### src/rtl/dpll_control_pkg.sv
// Shared types and default widths for the DPLL search controller.
package dpll_control_pkg;

   localparam int DEF_VARS_BITS    = 8;
   localparam int DEF_CLAUSES_BITS = 10;
   localparam int DEF_TABLE_BITS   = 12;

   typedef enum logic [3:0] {
      ST_IDLE       = 4'd0,
      ST_BCP_WAIT   = 4'd1,
      ST_IMPLY      = 4'd2,
      ST_DECIDE     = 4'd3,
      ST_BT_POP     = 4'd4,
      ST_BT_FLIP    = 4'd5,
      ST_LOAD_RANGE = 4'd6,
      ST_BCP_RUN    = 4'd7,
      ST_SAT        = 4'd8,
      ST_UNSAT      = 4'd9
   } state_e;

endpackage

### src/rtl/dpll_control_if.sv
// Bundle of BCP core, imply/trace stack, var-state, range table and decider signals.
interface dpll_control_if #(
   parameter int V = 8,
   parameter int C = 10,
   parameter int T = 12
);
   logic         bcp_busy;
   logic         conflict;
   logic [C-1:0] bcp_clause_idx;
   logic         reset_bcp;
   logic         bcp_en;

   logic         empty_imply;
   logic [V-1:0] var_out_imply;
   logic         val_out_imply;
   logic         type_out_imply;
   logic         pop_imply;

   logic         empty_trace;
   logic [V-1:0] var_out_trace;
   logic         val_out_trace;
   logic         type_out_trace;
   logic         pop_trace;
   logic         push_trace;
   logic [V-1:0] var_in_trace;
   logic         val_in_trace;
   logic         type_in_trace;

   logic         write_vs;
   logic [V-1:0] var_in_vs;
   logic         val_in_vs;
   logic         unassign_in_vs;

   logic [T-1:0] start_clause;
   logic [T-1:0] end_clause;
   logic         read_var_start_end;
   logic [V-1:0] var_in_vse;

   logic [V-1:0] var_idx_d;
   logic         val_d;
   logic         read_d;
   logic [V-1:0] dec_idx_d_in;

   logic [V-1:0] dec_idx_ds_out;
   logic         empty_ds;
   logic         push_ds;
   logic         pop_ds;
   logic [V-1:0] dec_idx_ds_in;

   modport master (
      input  bcp_busy, conflict,
      output bcp_clause_idx, reset_bcp, bcp_en,
      input  empty_imply, var_out_imply, val_out_imply, type_out_imply,
      output pop_imply,
      input  empty_trace, var_out_trace, val_out_trace, type_out_trace,
      output pop_trace, push_trace, var_in_trace, val_in_trace, type_in_trace,
      output write_vs, var_in_vs, val_in_vs, unassign_in_vs,
      input  start_clause, end_clause,
      output read_var_start_end, var_in_vse,
      input  var_idx_d, val_d,
      output read_d, dec_idx_d_in,
      input  dec_idx_ds_out, empty_ds,
      output push_ds, pop_ds, dec_idx_ds_in
   );

   modport slave (
      output bcp_busy, conflict,
      input  bcp_clause_idx, reset_bcp, bcp_en,
      output empty_imply, var_out_imply, val_out_imply, type_out_imply,
      input  pop_imply,
      output empty_trace, var_out_trace, val_out_trace, type_out_trace,
      input  pop_trace, push_trace, var_in_trace, val_in_trace, type_in_trace,
      input  write_vs, var_in_vs, val_in_vs, unassign_in_vs,
      output start_clause, end_clause,
      input  read_var_start_end, var_in_vse,
      output var_idx_d, val_d,
      input  read_d, dec_idx_d_in,
      output dec_idx_ds_out, empty_ds,
      input  push_ds, pop_ds, dec_idx_ds_in
   );
endinterface

### src/rtl/dpll_control_clause_walker.sv
// Walks a clause-table range [start, end) one index per step, end exclusive.
module clause_walker #(
   parameter int T = 12,
   parameter int C = 10
) (
   input  logic         clock,
   input  logic         reset,
   input  logic         load_i,
   input  logic [T-1:0] start_i,
   input  logic [T-1:0] end_i,
   input  logic         step_i,
   output logic         done_o,
   output logic [C-1:0] idx_o
);

   logic [T-1:0] counter_q, counter_d;
   logic [T-1:0] limit_q, limit_d;

   // A load takes priority; stepping only advances while the range is not exhausted.
   always_comb begin
      counter_d = counter_q;
      limit_d   = limit_q;
      if (load_i) begin
         counter_d = start_i;
         limit_d   = end_i;
      end else if (step_i && !done_o) begin
         counter_d = counter_q + 1'b1;
      end
   end

   always_ff @(posedge clock) begin
      if (reset) begin
         counter_q <= '0;
         limit_q   <= '0;
      end else begin
         counter_q <= counter_d;
         limit_q   <= limit_d;
      end
   end

   assign done_o = (counter_q == limit_q);
   assign idx_o  = C'(counter_q);

endmodule

### src/rtl/dpll_control.sv
// DPLL search controller: BCP sequencing, decisions and chronological backtracking.
// Optional build macro CONTROL_START_GATE_EN holds the controller in IDLE until start.
module dpll_control
   import dpll_control_pkg::*;
#(
   parameter int MAX_VARS_BITS     = DEF_VARS_BITS,
   parameter int MAX_CLAUSES_BITS  = DEF_CLAUSES_BITS,
   parameter int CLAUSE_TABLE_BITS = DEF_TABLE_BITS,
   parameter int NUM_VARS          = 2**MAX_VARS_BITS - 1
) (
   input  logic                 clock,
   input  logic                 reset,
   input  logic                 start,
   dpll_control_if.master       bus,
   output logic                 sat,
   output logic                 unsat,
   output logic [3:0]           state_out
);

`ifdef CONTROL_START_GATE_EN
   localparam state_e RESET_STATE = ST_IDLE;
`else
   localparam state_e RESET_STATE = ST_BCP_WAIT;
`endif

   localparam logic [MAX_VARS_BITS-1:0] LAST_DEC = MAX_VARS_BITS'(NUM_VARS);

   state_e                     state_q, state_d;
   logic [MAX_VARS_BITS-1:0]   decIdx_q, decIdx_d;
   logic [MAX_VARS_BITS-1:0]   btVar_q, btVar_d;
   logic                       btVal_q, btVal_d;

   logic                       walkLoad;
   logic                       walkStep;
   logic                       walkDone;
   logic [MAX_CLAUSES_BITS-1:0] walkIdx;

   clause_walker #(
      .T(CLAUSE_TABLE_BITS),
      .C(MAX_CLAUSES_BITS)
   ) u_walker (
      .clock  (clock),
      .reset  (reset),
      .load_i (walkLoad),
      .start_i(bus.start_clause),
      .end_i  (bus.end_clause),
      .step_i (walkStep),
      .done_o (walkDone),
      .idx_o  (walkIdx)
   );

   always_ff @(posedge clock) begin
      if (reset) begin
         state_q  <= RESET_STATE;
         decIdx_q <= '0;
         btVar_q  <= '0;
         btVal_q  <= 1'b0;
      end else begin
         state_q  <= state_d;
         decIdx_q <= decIdx_d;
         btVar_q  <= btVar_d;
         btVal_q  <= btVal_d;
      end
   end

   // While reset is high every strobe is held off except the BCP flush.
   always_comb begin
      state_d                = state_q;
      decIdx_d               = decIdx_q;
      btVar_d                = btVar_q;
      btVal_d                = btVal_q;
      walkLoad               = 1'b0;
      walkStep               = 1'b0;
      bus.reset_bcp          = reset;
      bus.bcp_en             = 1'b0;
      bus.bcp_clause_idx     = walkIdx;
      bus.pop_imply          = 1'b0;
      bus.pop_trace          = 1'b0;
      bus.push_trace         = 1'b0;
      bus.var_in_trace       = '0;
      bus.val_in_trace       = 1'b0;
      bus.type_in_trace      = 1'b0;
      bus.write_vs           = 1'b0;
      bus.var_in_vs          = '0;
      bus.val_in_vs          = 1'b0;
      bus.unassign_in_vs     = 1'b0;
      bus.read_var_start_end = 1'b0;
      bus.var_in_vse         = '0;
      bus.read_d             = 1'b0;
      bus.push_ds            = 1'b0;
      bus.pop_ds             = 1'b0;
      if (!reset) begin
         unique case (state_q)
            ST_IDLE: begin
`ifdef CONTROL_START_GATE_EN
               if (start) state_d = ST_BCP_WAIT;
`else
               state_d = ST_BCP_WAIT;
`endif
            end
            ST_BCP_WAIT: begin
               if (!bus.bcp_busy) begin
                  if (bus.conflict) begin
                     bus.reset_bcp = 1'b1;
                     state_d       = ST_BT_POP;
                  end else if (!bus.empty_imply) begin
                     state_d = ST_IMPLY;
                  end else begin
                     state_d = ST_DECIDE;
                  end
               end
            end
            ST_IMPLY: begin
               bus.pop_imply          = 1'b1;
               bus.write_vs           = 1'b1;
               bus.var_in_vs          = bus.var_out_imply;
               bus.val_in_vs          = bus.val_out_imply;
               bus.push_trace         = 1'b1;
               bus.var_in_trace       = bus.var_out_imply;
               bus.val_in_trace       = bus.val_out_imply;
               bus.type_in_trace      = 1'b1;
               bus.read_var_start_end = 1'b1;
               bus.var_in_vse         = bus.var_out_imply;
               state_d                = ST_LOAD_RANGE;
            end
            ST_DECIDE: begin
               if (decIdx_q == LAST_DEC) begin
                  state_d = ST_SAT;
               end else begin
                  bus.read_d             = 1'b1;
                  bus.write_vs           = 1'b1;
                  bus.var_in_vs          = bus.var_idx_d;
                  bus.val_in_vs          = bus.val_d;
                  bus.push_trace         = 1'b1;
                  bus.var_in_trace       = bus.var_idx_d;
                  bus.val_in_trace       = bus.val_d;
                  bus.push_ds            = 1'b1;
                  bus.read_var_start_end = 1'b1;
                  bus.var_in_vse         = bus.var_idx_d;
                  decIdx_d               = decIdx_q + 1'b1;
                  state_d                = ST_LOAD_RANGE;
               end
            end
            ST_BT_POP: begin
               if (bus.empty_trace) begin
                  state_d = ST_UNSAT;
               end else begin
                  bus.pop_trace      = 1'b1;
                  bus.write_vs       = 1'b1;
                  bus.unassign_in_vs = 1'b1;
                  bus.var_in_vs      = bus.var_out_trace;
                  bus.val_in_vs      = bus.val_out_trace;
                  if (!bus.type_out_trace) begin
                     btVar_d = bus.var_out_trace;
                     btVal_d = bus.val_out_trace;
                     state_d = ST_BT_FLIP;
                  end
               end
            end
            ST_BT_FLIP: begin
               bus.push_trace         = 1'b1;
               bus.var_in_trace       = btVar_q;
               bus.val_in_trace       = ~btVal_q;
               bus.type_in_trace      = 1'b1;
               bus.write_vs           = 1'b1;
               bus.var_in_vs          = btVar_q;
               bus.val_in_vs          = ~btVal_q;
               bus.pop_ds             = 1'b1;
               bus.read_var_start_end = 1'b1;
               bus.var_in_vse         = btVar_q;
               decIdx_d               = bus.dec_idx_ds_out + 1'b1;
               state_d                = ST_LOAD_RANGE;
            end
            ST_LOAD_RANGE: begin
               walkLoad = 1'b1;
               state_d  = ST_BCP_RUN;
            end
            ST_BCP_RUN: begin
               if (walkDone) begin
                  state_d = ST_BCP_WAIT;
               end else begin
                  walkStep   = 1'b1;
                  bus.bcp_en = 1'b1;
               end
            end
            ST_SAT:   state_d = ST_SAT;
            ST_UNSAT: state_d = ST_UNSAT;
            default:  state_d = RESET_STATE;
         endcase
      end
   end

   assign bus.dec_idx_d_in  = decIdx_q;
   assign bus.dec_idx_ds_in = decIdx_q;
   assign sat               = !reset && (state_q == ST_SAT);
   assign unsat             = !reset && (state_q == ST_UNSAT);
   assign state_out         = state_q;

endmodule

### src/flat_wrapper.sv
// flat-port wrapper written by rule: the top's interface ports become plain ports
module dpll_control_flat import dpll_control_pkg::*;
#(
   parameter int MAX_VARS_BITS     = DEF_VARS_BITS,
   parameter int MAX_CLAUSES_BITS  = DEF_CLAUSES_BITS,
   parameter int CLAUSE_TABLE_BITS = DEF_TABLE_BITS,
   parameter int NUM_VARS          = 2**MAX_VARS_BITS - 1
)
  (clock, reset, start, sat, unsat, state_out, bus_bcp_busy, bus_conflict, bus_bcp_clause_idx, bus_reset_bcp, bus_bcp_en, bus_empty_imply, bus_var_out_imply, bus_val_out_imply, bus_type_out_imply, bus_pop_imply, bus_empty_trace, bus_var_out_trace, bus_val_out_trace, bus_type_out_trace, bus_pop_trace, bus_push_trace, bus_var_in_trace, bus_val_in_trace, bus_type_in_trace, bus_write_vs, bus_var_in_vs, bus_val_in_vs, bus_unassign_in_vs, bus_start_clause, bus_end_clause, bus_read_var_start_end, bus_var_in_vse, bus_var_idx_d, bus_val_d, bus_read_d, bus_dec_idx_d_in, bus_dec_idx_ds_out, bus_empty_ds, bus_push_ds, bus_pop_ds, bus_dec_idx_ds_in);
  dpll_control_if #(.V(8), .C(10), .T(12)) bus_i ();
  input  logic clock;
  input  logic reset;
  input  logic start;
  output logic sat;
  output logic unsat;
  output logic [3:0] state_out;
  input wire logic [$bits(bus_i.bcp_busy)-1:0] bus_bcp_busy;
  input wire logic [$bits(bus_i.conflict)-1:0] bus_conflict;
  output wire logic [$bits(bus_i.bcp_clause_idx)-1:0] bus_bcp_clause_idx;
  output wire logic [$bits(bus_i.reset_bcp)-1:0] bus_reset_bcp;
  output wire logic [$bits(bus_i.bcp_en)-1:0] bus_bcp_en;
  input wire logic [$bits(bus_i.empty_imply)-1:0] bus_empty_imply;
  input wire logic [$bits(bus_i.var_out_imply)-1:0] bus_var_out_imply;
  input wire logic [$bits(bus_i.val_out_imply)-1:0] bus_val_out_imply;
  input wire logic [$bits(bus_i.type_out_imply)-1:0] bus_type_out_imply;
  output wire logic [$bits(bus_i.pop_imply)-1:0] bus_pop_imply;
  input wire logic [$bits(bus_i.empty_trace)-1:0] bus_empty_trace;
  input wire logic [$bits(bus_i.var_out_trace)-1:0] bus_var_out_trace;
  input wire logic [$bits(bus_i.val_out_trace)-1:0] bus_val_out_trace;
  input wire logic [$bits(bus_i.type_out_trace)-1:0] bus_type_out_trace;
  output wire logic [$bits(bus_i.pop_trace)-1:0] bus_pop_trace;
  output wire logic [$bits(bus_i.push_trace)-1:0] bus_push_trace;
  output wire logic [$bits(bus_i.var_in_trace)-1:0] bus_var_in_trace;
  output wire logic [$bits(bus_i.val_in_trace)-1:0] bus_val_in_trace;
  output wire logic [$bits(bus_i.type_in_trace)-1:0] bus_type_in_trace;
  output wire logic [$bits(bus_i.write_vs)-1:0] bus_write_vs;
  output wire logic [$bits(bus_i.var_in_vs)-1:0] bus_var_in_vs;
  output wire logic [$bits(bus_i.val_in_vs)-1:0] bus_val_in_vs;
  output wire logic [$bits(bus_i.unassign_in_vs)-1:0] bus_unassign_in_vs;
  input wire logic [$bits(bus_i.start_clause)-1:0] bus_start_clause;
  input wire logic [$bits(bus_i.end_clause)-1:0] bus_end_clause;
  output wire logic [$bits(bus_i.read_var_start_end)-1:0] bus_read_var_start_end;
  output wire logic [$bits(bus_i.var_in_vse)-1:0] bus_var_in_vse;
  input wire logic [$bits(bus_i.var_idx_d)-1:0] bus_var_idx_d;
  input wire logic [$bits(bus_i.val_d)-1:0] bus_val_d;
  output wire logic [$bits(bus_i.read_d)-1:0] bus_read_d;
  output wire logic [$bits(bus_i.dec_idx_d_in)-1:0] bus_dec_idx_d_in;
  input wire logic [$bits(bus_i.dec_idx_ds_out)-1:0] bus_dec_idx_ds_out;
  input wire logic [$bits(bus_i.empty_ds)-1:0] bus_empty_ds;
  output wire logic [$bits(bus_i.push_ds)-1:0] bus_push_ds;
  output wire logic [$bits(bus_i.pop_ds)-1:0] bus_pop_ds;
  output wire logic [$bits(bus_i.dec_idx_ds_in)-1:0] bus_dec_idx_ds_in;
  assign bus_i.bcp_busy = bus_bcp_busy;
  assign bus_i.conflict = bus_conflict;
  assign bus_bcp_clause_idx = bus_i.bcp_clause_idx;
  assign bus_reset_bcp = bus_i.reset_bcp;
  assign bus_bcp_en = bus_i.bcp_en;
  assign bus_i.empty_imply = bus_empty_imply;
  assign bus_i.var_out_imply = bus_var_out_imply;
  assign bus_i.val_out_imply = bus_val_out_imply;
  assign bus_i.type_out_imply = bus_type_out_imply;
  assign bus_pop_imply = bus_i.pop_imply;
  assign bus_i.empty_trace = bus_empty_trace;
  assign bus_i.var_out_trace = bus_var_out_trace;
  assign bus_i.val_out_trace = bus_val_out_trace;
  assign bus_i.type_out_trace = bus_type_out_trace;
  assign bus_pop_trace = bus_i.pop_trace;
  assign bus_push_trace = bus_i.push_trace;
  assign bus_var_in_trace = bus_i.var_in_trace;
  assign bus_val_in_trace = bus_i.val_in_trace;
  assign bus_type_in_trace = bus_i.type_in_trace;
  assign bus_write_vs = bus_i.write_vs;
  assign bus_var_in_vs = bus_i.var_in_vs;
  assign bus_val_in_vs = bus_i.val_in_vs;
  assign bus_unassign_in_vs = bus_i.unassign_in_vs;
  assign bus_i.start_clause = bus_start_clause;
  assign bus_i.end_clause = bus_end_clause;
  assign bus_read_var_start_end = bus_i.read_var_start_end;
  assign bus_var_in_vse = bus_i.var_in_vse;
  assign bus_i.var_idx_d = bus_var_idx_d;
  assign bus_i.val_d = bus_val_d;
  assign bus_read_d = bus_i.read_d;
  assign bus_dec_idx_d_in = bus_i.dec_idx_d_in;
  assign bus_i.dec_idx_ds_out = bus_dec_idx_ds_out;
  assign bus_i.empty_ds = bus_empty_ds;
  assign bus_push_ds = bus_i.push_ds;
  assign bus_pop_ds = bus_i.pop_ds;
  assign bus_dec_idx_ds_in = bus_i.dec_idx_ds_in;
  dpll_control #(.MAX_VARS_BITS(MAX_VARS_BITS), .MAX_CLAUSES_BITS(MAX_CLAUSES_BITS), .CLAUSE_TABLE_BITS(CLAUSE_TABLE_BITS), .NUM_VARS(NUM_VARS)) u_core (.clock(clock), .reset(reset), .start(start), .bus(bus_i), .sat(sat), .unsat(unsat), .state_out(state_out));
endmodule
### config.mk
export PLATFORM = sky130hd
export DESIGN_NAME = dpll_control_flat
export DESIGN_NICKNAME = d
export VERILOG_FILES = /design/src/rtl/dpll_control_pkg.sv /design/src/rtl/dpll_control_if.sv /design/src/rtl/dpll_control_clause_walker.sv /design/src/rtl/dpll_control.sv /design/src/flat_wrapper.sv
export SDC_FILE = /design/constraint.sdc
export NUM_CORES = 1
export LEC_CHECK = 0
export CORE_MARGIN = 8
export CORE_UTILIZATION = 45
export CTS_BUF_LIST = sky130_fd_sc_hd__clkbuf_4
export DETAILED_ROUTE_END_ITERATION = 6
export GPL_ROUTABILITY_DRIVEN = 0
export PLACE_DENSITY = 0.83
export SLEW_MARGIN = 10
export SYNTH_ARGS = -nofsm -noshare
export SYNTH_HDL_FRONTEND = slang
export SYNTH_HIERARCHICAL = 1
export SYNTH_SLANG_ARGS = --single-unit
### constraint.sdc
create_clock -name clock -period 3.3 [get_ports clock]
set_input_delay 0.99 -clock clock [delete_from_list [all_inputs] [get_ports clock]]
set_output_delay 0.99 -clock clock [all_outputs]
set_load 0.01 [all_outputs]
After elaboration in Yosys (flattened, before gate mapping). Index checks and enable logic that the tools add are counted.

Reductions and logical operators: 11. $mul: 0. Mux-type cells: 49. Order comparisons: 0. $add $sub $neg: 3. Equality and inequality tests: 15. Div/mod/pow operators: 0. Bitwise gates (word level): 3. Shift operators: 0.

Operators by type and width (count): $mux 8 (5); $pmux 4 s8 (1); $pmux 8 s4 (1); $mux 1 (28); $mux 12 (2); $mux 4 (6); $pmux 8 s3 (1); $add 8x1->8 const B (2); $eq 4x3->1 const B (4); $pmux 8 s2 (1); $add 12x1->12 const B (1); $eq 12x12->1 (1); $eq 4x2->1 const B (2); $eq 4x4->1 const B (2); $eq 8x8->1 const B (1); $ne 2x2->1 const B (3); $pmux 1 s3 (2); $reduce_and 3->1 (2); $eq 4x1->1 const B (1); $pmux 1 s4 (1); $reduce_bool 2->1 (2); $logic_and 1x1->1 (3); $ne 3x3->1 const B (1); $not 1->1 (3); 4 further kinds (5).

Word-level logic and storage cells: 87. RAM bits: 0. Memory bits (read-only): 0. Bits of input ports: 69. Memories kept: 0. Bits in latches: 0. Register bits: 45. Output and inout bits: 70.

Longest topological paths before layout. Gate-level depths: netlist (run 1).

Depth in word-level cells: 7. Gate-level depth with buffers: 12. Gate-level depth less buffers: 10.

Modules after synthesis. The synthesis (run 1) kept the hierarchy.

Modules (own cells, without submodules): dpll_control (area an instance 2025.7 um^2, sequential area each 420.4 um^2, cells an instance 265, times used 1); clause_walker (area an instance 1365.1 um^2, sequential area each 480.5 um^2, cells an instance 160, times used 1).

Least setup slack after synthesis (run 1). No wires, ideal clock.

Path type: input -> output. From: in reset. To: out bus_read_d. Cell stages on the path: 4. Slack: 0.488 ns. Arrival time: 1.822 ns. Buffers on the path: 3. Required time: 2.310 ns. Cells stage by stage: clkbuf_1 -> buf_1 -> nor2_1 -> buf_4.

Longest elaborated chain between the ends: 1.

RTL lines: start: declaration (RTL line flat_wrapper.sv:12) `input logic reset;`; $mux 1; end: declaration (RTL line flat_wrapper.sv:46) `output wire logic [$bits(bus_i.read_d)-1:0] bus_read_d;`.

No other way between the ends.

Final worst setup path (run 1).
From: in bus_var_out_imply[0]. To: out bus_var_in_vse[0].

Longest elaborated chain between the ends: 2.

RTL lines: start: declaration (RTL line flat_wrapper.sv:23) `input wire logic [$bits(bus_i.var_out_imply)-1:0] bus_var_out_imply;`; $pmux 8 s3 (RTL line dpll_control.sv:93) `unique case (state_q)`; $mux 8 (RTL line dpll_control.sv:92) `if (!reset) begin`; end: declaration (RTL line flat_wrapper.sv:43) `output wire logic [$bits(bus_i.var_in_vse)-1:0] bus_var_in_vse;`.

No other way between the ends.

==> reports/results.tsv, run 1 <==
metric	value	unit
status	complete, no violations	
synth-edff-count	0	
slowest_stage	clkdlybuf4s50_1	
wl	10.8	mm
holdPathStages	2	
finalHoldViolCount	0	
reg2reg_depth	9	
instances_no_fill	649	
grt_antenna_before_repair	0	
cpPeakStageDelay	0.40	ns
slew_headroom	44.1	%
worstPathArrival	2.24	ns
postRouteAntennaNets	0	
clkTransAtPathRegs	0.14	ns
synth_nets	496	
final-setup-viol-count	0	
layout_min_cycle_time	3.23	ns
crit_chain	clkdlybuf4s50_1, a22o_1, a22oi_1, nor2_1, dlygate4sd2_1	
clkSinkCount	45	
track_usage	19.9	%
start_util	46.5	%
syn_area	0.00339	mm^2
synthCells	425	
first_pass_iters	5	
synth.top_cell.area_share	26.6	%
die_x	103	um
cts_hold_buf	0	
synth_area_leaders	dfxtp_1 27%, mux2i_1 7.4%, buf_4 7.1%	
skew	0.00826	ns
root_buffer	clkbuf_4	
endpoint_kind	output port	
timing.rr.start	u_core/state_out[1]	
grt_pass1_wl	17.1	mm
drt-initial-drc-count	209	
insertion_delay	0.36	ns
seq_area_frac_synth	26.6	%
path_depth	5	
power_density	505	mW/mm^2
drt-vias-per-instance	5.53	
drv_slew	0	
path_class	in2out	
async_reset_ff_share	0	%
ys.warnings.count	6	
cts.htree.levels	2	
hold_end	u_core/btVal_q	
layout-drive-gt1-share	16.4	%
areaGrowthSynthToFinish	44.3	%
ys.flop_type	dfxtp_1	
min_from	u_core/btVal_q	
vias	3591	
diodes	0	
core_region_area	0.00729	mm^2
cap_violations	0	
grt_pass1_vias	3474	
numCtsBuffers	5	
synth_seq_cells	45	
finalCritPeriodShare	97.9	%
die_area	0.0106	mm^2
numPortBuffers	135	
crit_buf_inv	2	
synth.avg_cell_area	7.98	um^2
critPathRequiredTime	2.31	ns
cp-start-kind	input port	
reg2reg_setup_slack	0.69	ns
p_leak	1.89	nW
path_max_fanout	2	
regToRegEndpoint	u_core/bus.dec_idx_d_in[4]	
place_inst	632	
hp-class	reg2reg	
fp.dieH	103	um
final_util	67.1	%
yosysTopAreaCell	dfxtp_1	
cts_max_path_buffers	2	
drc	0	
grt_max_degree	41	
path_delay_family	buffers and inverters	
drt-wirelength-per-cell	16.7	um
cts_tree	yes	
num_io_pins	139	
row_count	31	
worstMarginPinSlew	0.833	ns
irDropWorstVdd	0.307	mV
final_net_count	620	
overflow	0	
fmax	0.309	GHz
dp_hpwl	8.21	mm
synth_cell_type_count	72	
-- cells in the mapped netlist (7+ instances only) --
| cell type | number |
|---|---|
| o21ai_0 | 12 |
| mux2i_1 | 25 |
| nand2_1 | 33 |
| dfxtp_1 | 45 |
| inv_1 | 14 |
| nor2_1 | 55 |
| nand4_1 | 8 |
| nand3_1 | 8 |
| xnor2_1 | 15 |
| clkbuf_1 | 11 |
| a22o_1 | 8 |
| a22oi_1 | 9 |
| a21oi_1 | 25 |
| nor3_1 | 7 |
| nand2b_1 | 8 |
| buf_4 | 32 |
| buf_2 | 11 |
-- worst max path at each step --
stage | endpoint | startpoint
after floorplan | bus_read_d | reset
after global placement | bus_var_in_vs[1] | bus_empty_trace
after detailed placement | bus_var_in_vs[1] | bus_empty_trace
after CTS | bus_var_in_vs[4] | bus_empty_trace
after global routing | bus_type_in_trace | u_core/state_out[1]
final | bus_var_in_vse[0] | bus_var_out_imply[0]
-- layer usage --
layer  vias to the layer above  track usage (%)  share of wire (%)
met1                      1697             24.1                 40
met3                        17             3.38                5.9
li1                       1750                -                  -
met4                         0             5.34                1.6
met5                         -                0                  0
met2                       127             35.4                 52
-- registers in the layout (all words and copies together) (netlist names) --
signal	cells
u_core/u_walker/counter_q	12
u_core/u_walker/limit_q	12
u_core/btVar_q	8
u_core/bus.dec_idx_d_in	8
u_core/state_out	4
u_core/btVal_q	1
-- metrics by stage --
step                worst slack (ns)  hold WS (ns)  instance area (um^2)  power, mW  setup TNS (ns)
CTS                           0.0158         0.525                  4860       2.45               0
floorplan                      0.488         0.460                  3390       1.49               0
detailed placement            -0.387         0.493                  4740       2.00           -6.03
global route                -0.00930         0.549                  4890       2.62        -0.00930
global placement              -0.369         0.475                  4740       1.96           -5.41
finish                        0.0690         0.524                  4890       2.47               0
-- where the power goes --
group	internal (mW)	total, mW	switching (mW)	leakage, nW
Clock	0.235	0.423	0.188	0.0552
Sequential	0.610	0.723	0.113	0.368
Combinational	0.677	1.33	0.649	1.47
-- what timing repair did --
action	4_1_cts	5_1_grt
setup buffers	5	3
gates resized for setup	58	11
pin swaps	1	0
endpoints found under the setup margin	36	22
gates cloned	1	0
-- area by class of cell --
type	instances	area (um^2)
well taps	99	124
flip-flops and latches	45	912
fillers	643	2400
clock inverters	3	65.1
multi-input cells	306	2090
repair buffers	175	1600
clock buffers	5	37.5
inverters	16	61.3
-- placed cells by master (no fill, tap or decap), types with 3 or more instances in the layout --
cell type	Yosys	layout
clkdlybuf4s50_1	0	101
nor2_1	55	55
buf_4	32	39
dfxtp_1	45	36
nand2_1	33	33
a21oi_1	25	25
mux2i_1	25	25
dlygate4sd2_1	0	24
xnor2_1	15	15
inv_1	14	14
o21ai_0	12	12
a22oi_1	9	9
dfxtp_2	0	9
a22o_1	8	8
nand2b_1	8	8
nand3_1	8	8
nand4_1	8	8
buf_2	11	6
nor4b_1	6	6
clkbuf_4	0	5
and3_1	5	5
a31oi_1	5	5
and3b_1	4	4
nor2b_1	5	4
o311a_1	4	4
nor3_1	7	4
and4_1	3	3
nor3_2	0	3
o21ai_1	4	3
o21bai_1	3	3
a2111oi_0	3	3
-- tightest hold or removal path, delay by kind of cell, from the launching register on --
kind	cells	cell delay, ns
simple gates	1	0.07
flops	1	0.36
mux	1	0.07
-- cell families after synthesis --
logic type,after synthesis,share of synthesized area (%)
compound gates,98,21.4
xor+xnor,16,4.13
fa+ha+maj,2,0.738
buf+inv,74,12.6
flops,45,26.6
mux,27,8.04
simple gates,163,26.5
Note: power is estimated with default switching activity, not from simulation.
==> run 2: changes to the inputs <==
--- a/config.mk
+++ b/config.mk
@@ -11,6 +11,7 @@
 export DETAILED_ROUTE_END_ITERATION = 6
 export GPL_ROUTABILITY_DRIVEN = 0
 export PLACE_DENSITY = 0.83
+export SKIP_LAST_GASP = 1
 export SLEW_MARGIN = 10
 export SYNTH_ARGS = -nofsm -noshare
 export SYNTH_HDL_FRONTEND = slang
==> reports/results.tsv, run 2 (synthesized netlist as in run 1, its figures left out) <==
metric	value	unit	change
finalHoldViolCount	0		unchanged
grt_pass1_vias	3474		unchanged
holdPathStages	2		unchanged
postRouteAntennaNets	0		unchanged
root_buffer	clkbuf_4		
slew_headroom	58.3	%	+14 points
met1_length	4.38	mm	about the same
path_max_fanout	9		+7
finalCritPeriodShare	98.1	%	+0.23 points
worstMarginPinSlew	0.621	ns	-0.212 ns
die_x	103	um	unchanged
critPathRequiredTime	2.31	ns	about the same
final_cell_mix	102 x clkdlybuf4s50_1, 55 x nor2_1, 39 x buf_4		
irDropWorstVdd	0.308	mV	+0.32%
dp_hpwl	8.21	mm	unchanged
cp-start-kind	register		
drt-initial-drc-count	174		-17%
overflow	0		unchanged
final_common_cell	clkdlybuf4s50_1		
wl	10.8	mm	-0.13%
status	complete, no violations		
layout_min_cycle_time	3.24	ns	+0.00770 ns
vias	3574		-0.47%
cts_max_path_buffers	2		unchanged
n_fill_cell	634		-1.4%
drt-vias-per-instance	5.51		-0.47%
areaGrowthSynthToFinish	45.1	%	
p_total	2.49	mW	+0.51%
tns	0	ns	unchanged
cts.htree.levels	2		unchanged
layout-drive-gt1-share	17.5	%	+1.1 points
p_switching	0.955	mW	+0.46%
numCtsBuffers	5		unchanged
top_layer	met4		
die_area	0.0106	mm^2	unchanged
cts_tree	yes		
final_net_count	620		unchanged
cpPeakStageDelay	0.55	ns	+0.15 ns
drv_slew	0		unchanged
fp.dieH	103	um	unchanged
grt_pass1_wl	17.1	mm	about the same
hold_slack	0.514	ns	-0.00992 ns
crit_chain	buf_4, nor2b_2, nor3b_2, or2_2, clkdlybuf4s50_1		
pwr-share-comb	53.7	%	about the same
clkSinkCount	45		unchanged
clkTransAtPathRegs	0.13	ns	about the same
power.share.clock	17.0	%	about the same
p_leak	1.91	nW	+0.96%
dr_wl_met2	5.62	mm	-0.39%
start_util	46.5	%	unchanged
endpoint_kind	output port		
num_io_pins	139		unchanged
numPortBuffers	135		unchanged
p_sw_share	38.4	%	about the same
wl_met3	661	um	+3.9%
row_count	31		unchanged
track_usage	19.9	%	about the same
first_pass_iters	5		unchanged
power_density	505	mW/mm^2	about the same
hp-class	reg2reg		
worstPathArrival	2.25	ns	about the same
core_region_area	0.00729	mm^2	unchanged
grt_antenna_before_repair	0		unchanged
slowest_stage	clkdlybuf4s50_1		
drc	0		unchanged
final-setup-viol-count	0		unchanged
grt_max_degree	41		unchanged
share_seq_of_total_power	29.3	%	about the same
reg2reg_depth	9		unchanged
diodes	0		unchanged
path_class	reg2out		
top_regs	u_core/u_walker/counter_q: 12 flops, u_core/u_walker/limit_q: 12 flops		
cap_violations	0		unchanged
p_int	1.53	mW	+0.54%
skew	0.0103	ns	+0.00207 ns
insertion_delay	0.36	ns	about the same
drt-wirelength-per-cell	16.7	um	-0.13%
fmax	0.309	GHz	-0.24%
-- run 2: stage by stage --
| step | cell area (um^2) | util [%] | setup WS (ns) | cells |
|---|---|---|---|---|
| after detailed placement | 4740 | 65.1 | -0.387 | 632 |
| after floorplan | 3390 | - | 0.488 | 425 |
| after CTS | 4870 | 66.7 | -0.115 | 646 |
| after global placement | 4740 | 65.1 | -0.369 | 632 |
| final | 4920 | 67.5 | 0.0613 | 649 |
| after global routing | 4920 | 67.5 | -0.0304 | 649 |
-- run 2: power by group through the flow --
stage | logic, mW | registers [mW] | clock network, mW
global route | 1.44 | 0.745 | 0.450
finish | 1.33 | 0.728 | 0.423
CTS | 1.30 | 0.722 | 0.431
floorplan | 0.784 | 0.710 | 0
detailed placement | 1.27 | 0.730 | 0
global placement | 1.24 | 0.721 | 0
-- run 2: worst paths after layout --
check | startpoint | endpoint | slack (ns)
max reg2reg | u_core/state_out[1] | u_core/bus.dec_idx_d_in[4] | 0.69
min reg2reg | u_core/bus.dec_idx_d_in[6] | u_core/bus.dec_idx_d_in[6] | 0.51
max | u_core/state_out[1] | bus_type_in_trace | 0.06
min | u_core/bus.dec_idx_d_in[6] | u_core/bus.dec_idx_d_in[6] | 0.51
-- run 2: cell type report --
cell class,instances,area [um^2],area share [%]
multi-input combinational,306,2100,42.8
timing repair buffer,175,1610,32.8
sequential,45,916,18.6
tap,99,124,2.52
clock inverter,3,65.1,1.32
inverter,16,61.3,1.25
clock buffer,5,37.5,0.763
-- run 2: worst max-delay path, delay by kind of cell (launching register included) --
kind,cells,cell delay (ns)
simple gates,3,0.70
buf+inv,2,0.72
flops,1,0.47
-- run 2: what timing repair did --
| action | CTS | global route |
|---|---|---|
| resized for setup | 53 | 19 |
| hold endpoints to repair | 0 | 0 |
| pin swaps | 1 | 2 |
| hold buffers | 0 | 0 |
| setup endpoints to repair | 36 | 24 |
| gates cloned | 1 | 0 |
| buffers inserted | 5 | 3 |
-- run 2: layer usage --
| layer | vias to the layer above | global-route usage [%] |
|---|---|---|
| li1 | 1749 | - |
| met1 | 1684 | 24.1 |
| met2 | 126 | 35.4 |
| met3 | 15 | 3.38 |
| met4 | 0 | 5.34 |
| met5 | - | 0 |
==> run 3: changes to the inputs <==
--- a/config.mk
+++ b/config.mk
@@ -5,6 +5,8 @@
 export SDC_FILE = /design/constraint.sdc
 export NUM_CORES = 1
 export LEC_CHECK = 0
+export CAP_MARGIN = 0
+export CORE_ASPECT_RATIO = 0.6
 export CORE_MARGIN = 8
 export CORE_UTILIZATION = 45
 export CTS_BUF_LIST = sky130_fd_sc_hd__clkbuf_4
==> reports/results.tsv, run 3 (synthesized netlist as in run 1, its figures left out) <==
metric	value	unit	change
holdPathStages	2		unchanged
crit_chain	dlygate4sd2_1, nor3_4, buf_4, buf_4, nand2_1, a21oi_1, dlygate4sd2_1		
overflow	0		unchanged
reg2reg_setup_slack	0.65	ns	-0.04 ns
drc	0		unchanged
grt_max_degree	41		unchanged
rsz0062_at_grt	no		
first_pass_iters	5		unchanged
n_fill_cell	625		-1.4%
areaGrowthSynthToFinish	42.7	%	
p_leak	1.83	nW	-4.6%
cap_violations	0		unchanged
timing.rr.start	u_core/state_out[0]		
hold_end	u_core/btVar_q[0]		
grt_pass1_vias	3598		+3.6%
clkSinkCount	45		unchanged
setup_slack	0.0622	ns	+0.000951 ns
top_regs	u_core/u_walker/counter_q: 12 flops, u_core/u_walker/limit_q: 12 flops		
min_from	u_core/btVar_q[0]		
slew_headroom	56.8	%	-1.5 points
drt-wirelength-per-cell	18.4	um	+10%
root_buffer	clkbuf_4		
track_usage	21.7	%	+1.8 points
worstPathArrival	2.25	ns	about the same
final_cell_mix	102 x clkdlybuf4s50_1, 55 x nor2_1, 34 x dfxtp_1		
diodes	0		unchanged
hold_slack	0.523	ns	+0.00889 ns
row_count	24		-23%
endpoint_kind	output port		
cts_max_path_buffers	2		unchanged
dp_hpwl	9.16	mm	+12%
skew	0.00636	ns	-0.00396 ns
drt-vias-per-instance	5.63		+2.2%
worstMarginPinSlew	0.643	ns	+0.0224 ns
numPortBuffers	135		unchanged
grt_antenna_before_repair	0		unchanged
wl	11.9	mm	+9.9%
insertion_delay	0.36	ns	about the same
dp_slack	-0.499	ns	-0.112 ns
layout_min_cycle_time	3.24	ns	-0.000951 ns
power_density	483	mW/mm^2	-4.4%
register_area	917	um^2	+0.14%
core_region_area	0.00730	mm^2	about the same
die_x	128	um	+25%
regToRegEndpoint	u_core/bus.dec_idx_d_in[4]		
drv_slew	0		unchanged
status	complete, no violations		
finalCritPeriodShare	98.1	%	about the same
slowest_stage	dlygate4sd2_1		
cts_tree	yes		
vias	3635		+1.7%
cpPeakStageDelay	0.30	ns	-0.25 ns
fp.dieH	83.2	um	-19%
multi_input_area	0.00211	mm^2	+0.48%
start_util	46.5	%	about the same
grt_pass1_wl	19.1	mm	+11%
finalHoldViolCount	0		unchanged
path_max_fanout	5		-4
postRouteAntennaNets	0		unchanged
irDropWorstVdd	0.300	mV	-2.6%
critPathRequiredTime	2.31	ns	about the same
layout-drive-gt1-share	15.5	%	-2.0 points
final_common_cell	clkdlybuf4s50_1		
fmax	0.309	GHz	about the same
die_area	0.0107	mm^2	+0.86%
hp-class	reg2reg		
cts.htree.levels	2		unchanged
drt-initial-drc-count	250		+44%
numCtsBuffers	5		unchanged
final_net_count	612		-1.3%
reg2reg_depth	9		unchanged
final-setup-viol-count	0		unchanged
num_io_pins	139		unchanged
cp-start-kind	input port		
path_class	in2out		
clkTransAtPathRegs	0.14	ns	about the same
==> run 3: cell count changes in the layout (fill, tap and decap cells not counted), moves of 2 or more <==
cell,previous run,this run
buf_4,39,30
dlygate4sd2_1,24,29
buf_2,6,2
a22oi_1,9,6
a22oi_2,0,3
dlymetal6s2s_1,3,0
bufinv_16,2,0
clkbuf_2,0,2
dfxtp_2,12,10
nor3_2,3,1
==> run 3: power by group <==
part	total (mW)	switching, mW	internal, mW
clock	0.271	0.191	0.0807
sequential	0.733	0.119	0.614
combinational	1.33	0.670	0.663
==> run 3: critical path, delay by kind of cell <==
kind	cells	cell delay [ns]
compound gates	1	0.14
simple gates	2	0.25
buf+inv	4	0.87
==> run 3: how the worst max path moves through the flow <==
stage | startpoint | endpoint | slack [ns] | cells past startpoint
final | bus_empty_trace | bus_val_in_vs | 0.06 | 7
after detailed placement | bus_empty_trace | bus_var_in_vs[6] | -0.50 | 6
after CTS | u_core/state_out[2] | bus_push_trace | 0.006 | 6
after global placement | bus_empty_trace | bus_var_in_vs[6] | -0.37 | 6
after global routing | u_core/bus.dec_idx_d_in[6] | bus_read_d | 0.01 | 5
after floorplan | reset | bus_read_d | 0.49 | 4
==> run 3: area by class of cell <==
type	instances	area share (%)
Clock buffer	5	0.776
Clock inverter	3	0.362
Tap cell	104	2.69
Multi-Input combinational cell	306	43.7
Inverter	16	1.27
Timing Repair Buffer	167	32.2
Sequential cell	45	19.0
==> run 3: what timing repair did <==
| action | CTS | global route |
|---|---|---|
| gates resized for setup | 54 | 10 |
| pin swaps | 1 | 1 |
| buffers inserted | 2 | 1 |
| endpoints found under the setup margin | 35 | 9 |
| hold buffers | 0 | 0 |
| gates cloned | 1 | 0 |
==> run 3: per-layer routing <==
metal  up-vias  GRT usage [%]  share of wire, %
met5         -              0                 0
met2       160           35.6                48
met3        17           5.04               8.0
met1      1715           27.8                43
li1       1743              -                 -
met4         0           5.79               1.4
==> run 3: metrics by stage <==
step	instance area (um^2)	power, mW	std cells	TNS [ns]	util, %
after detailed placement	4730	2.00	634	-6.91	64.8
after global routing	4840	2.49	646	0	66.3
after global placement	4730	1.96	634	-5.41	64.8
after floorplan	3390	1.49	425	0	-
after CTS	4820	2.31	645	0	66.0
final	4840	2.34	646	0	66.3
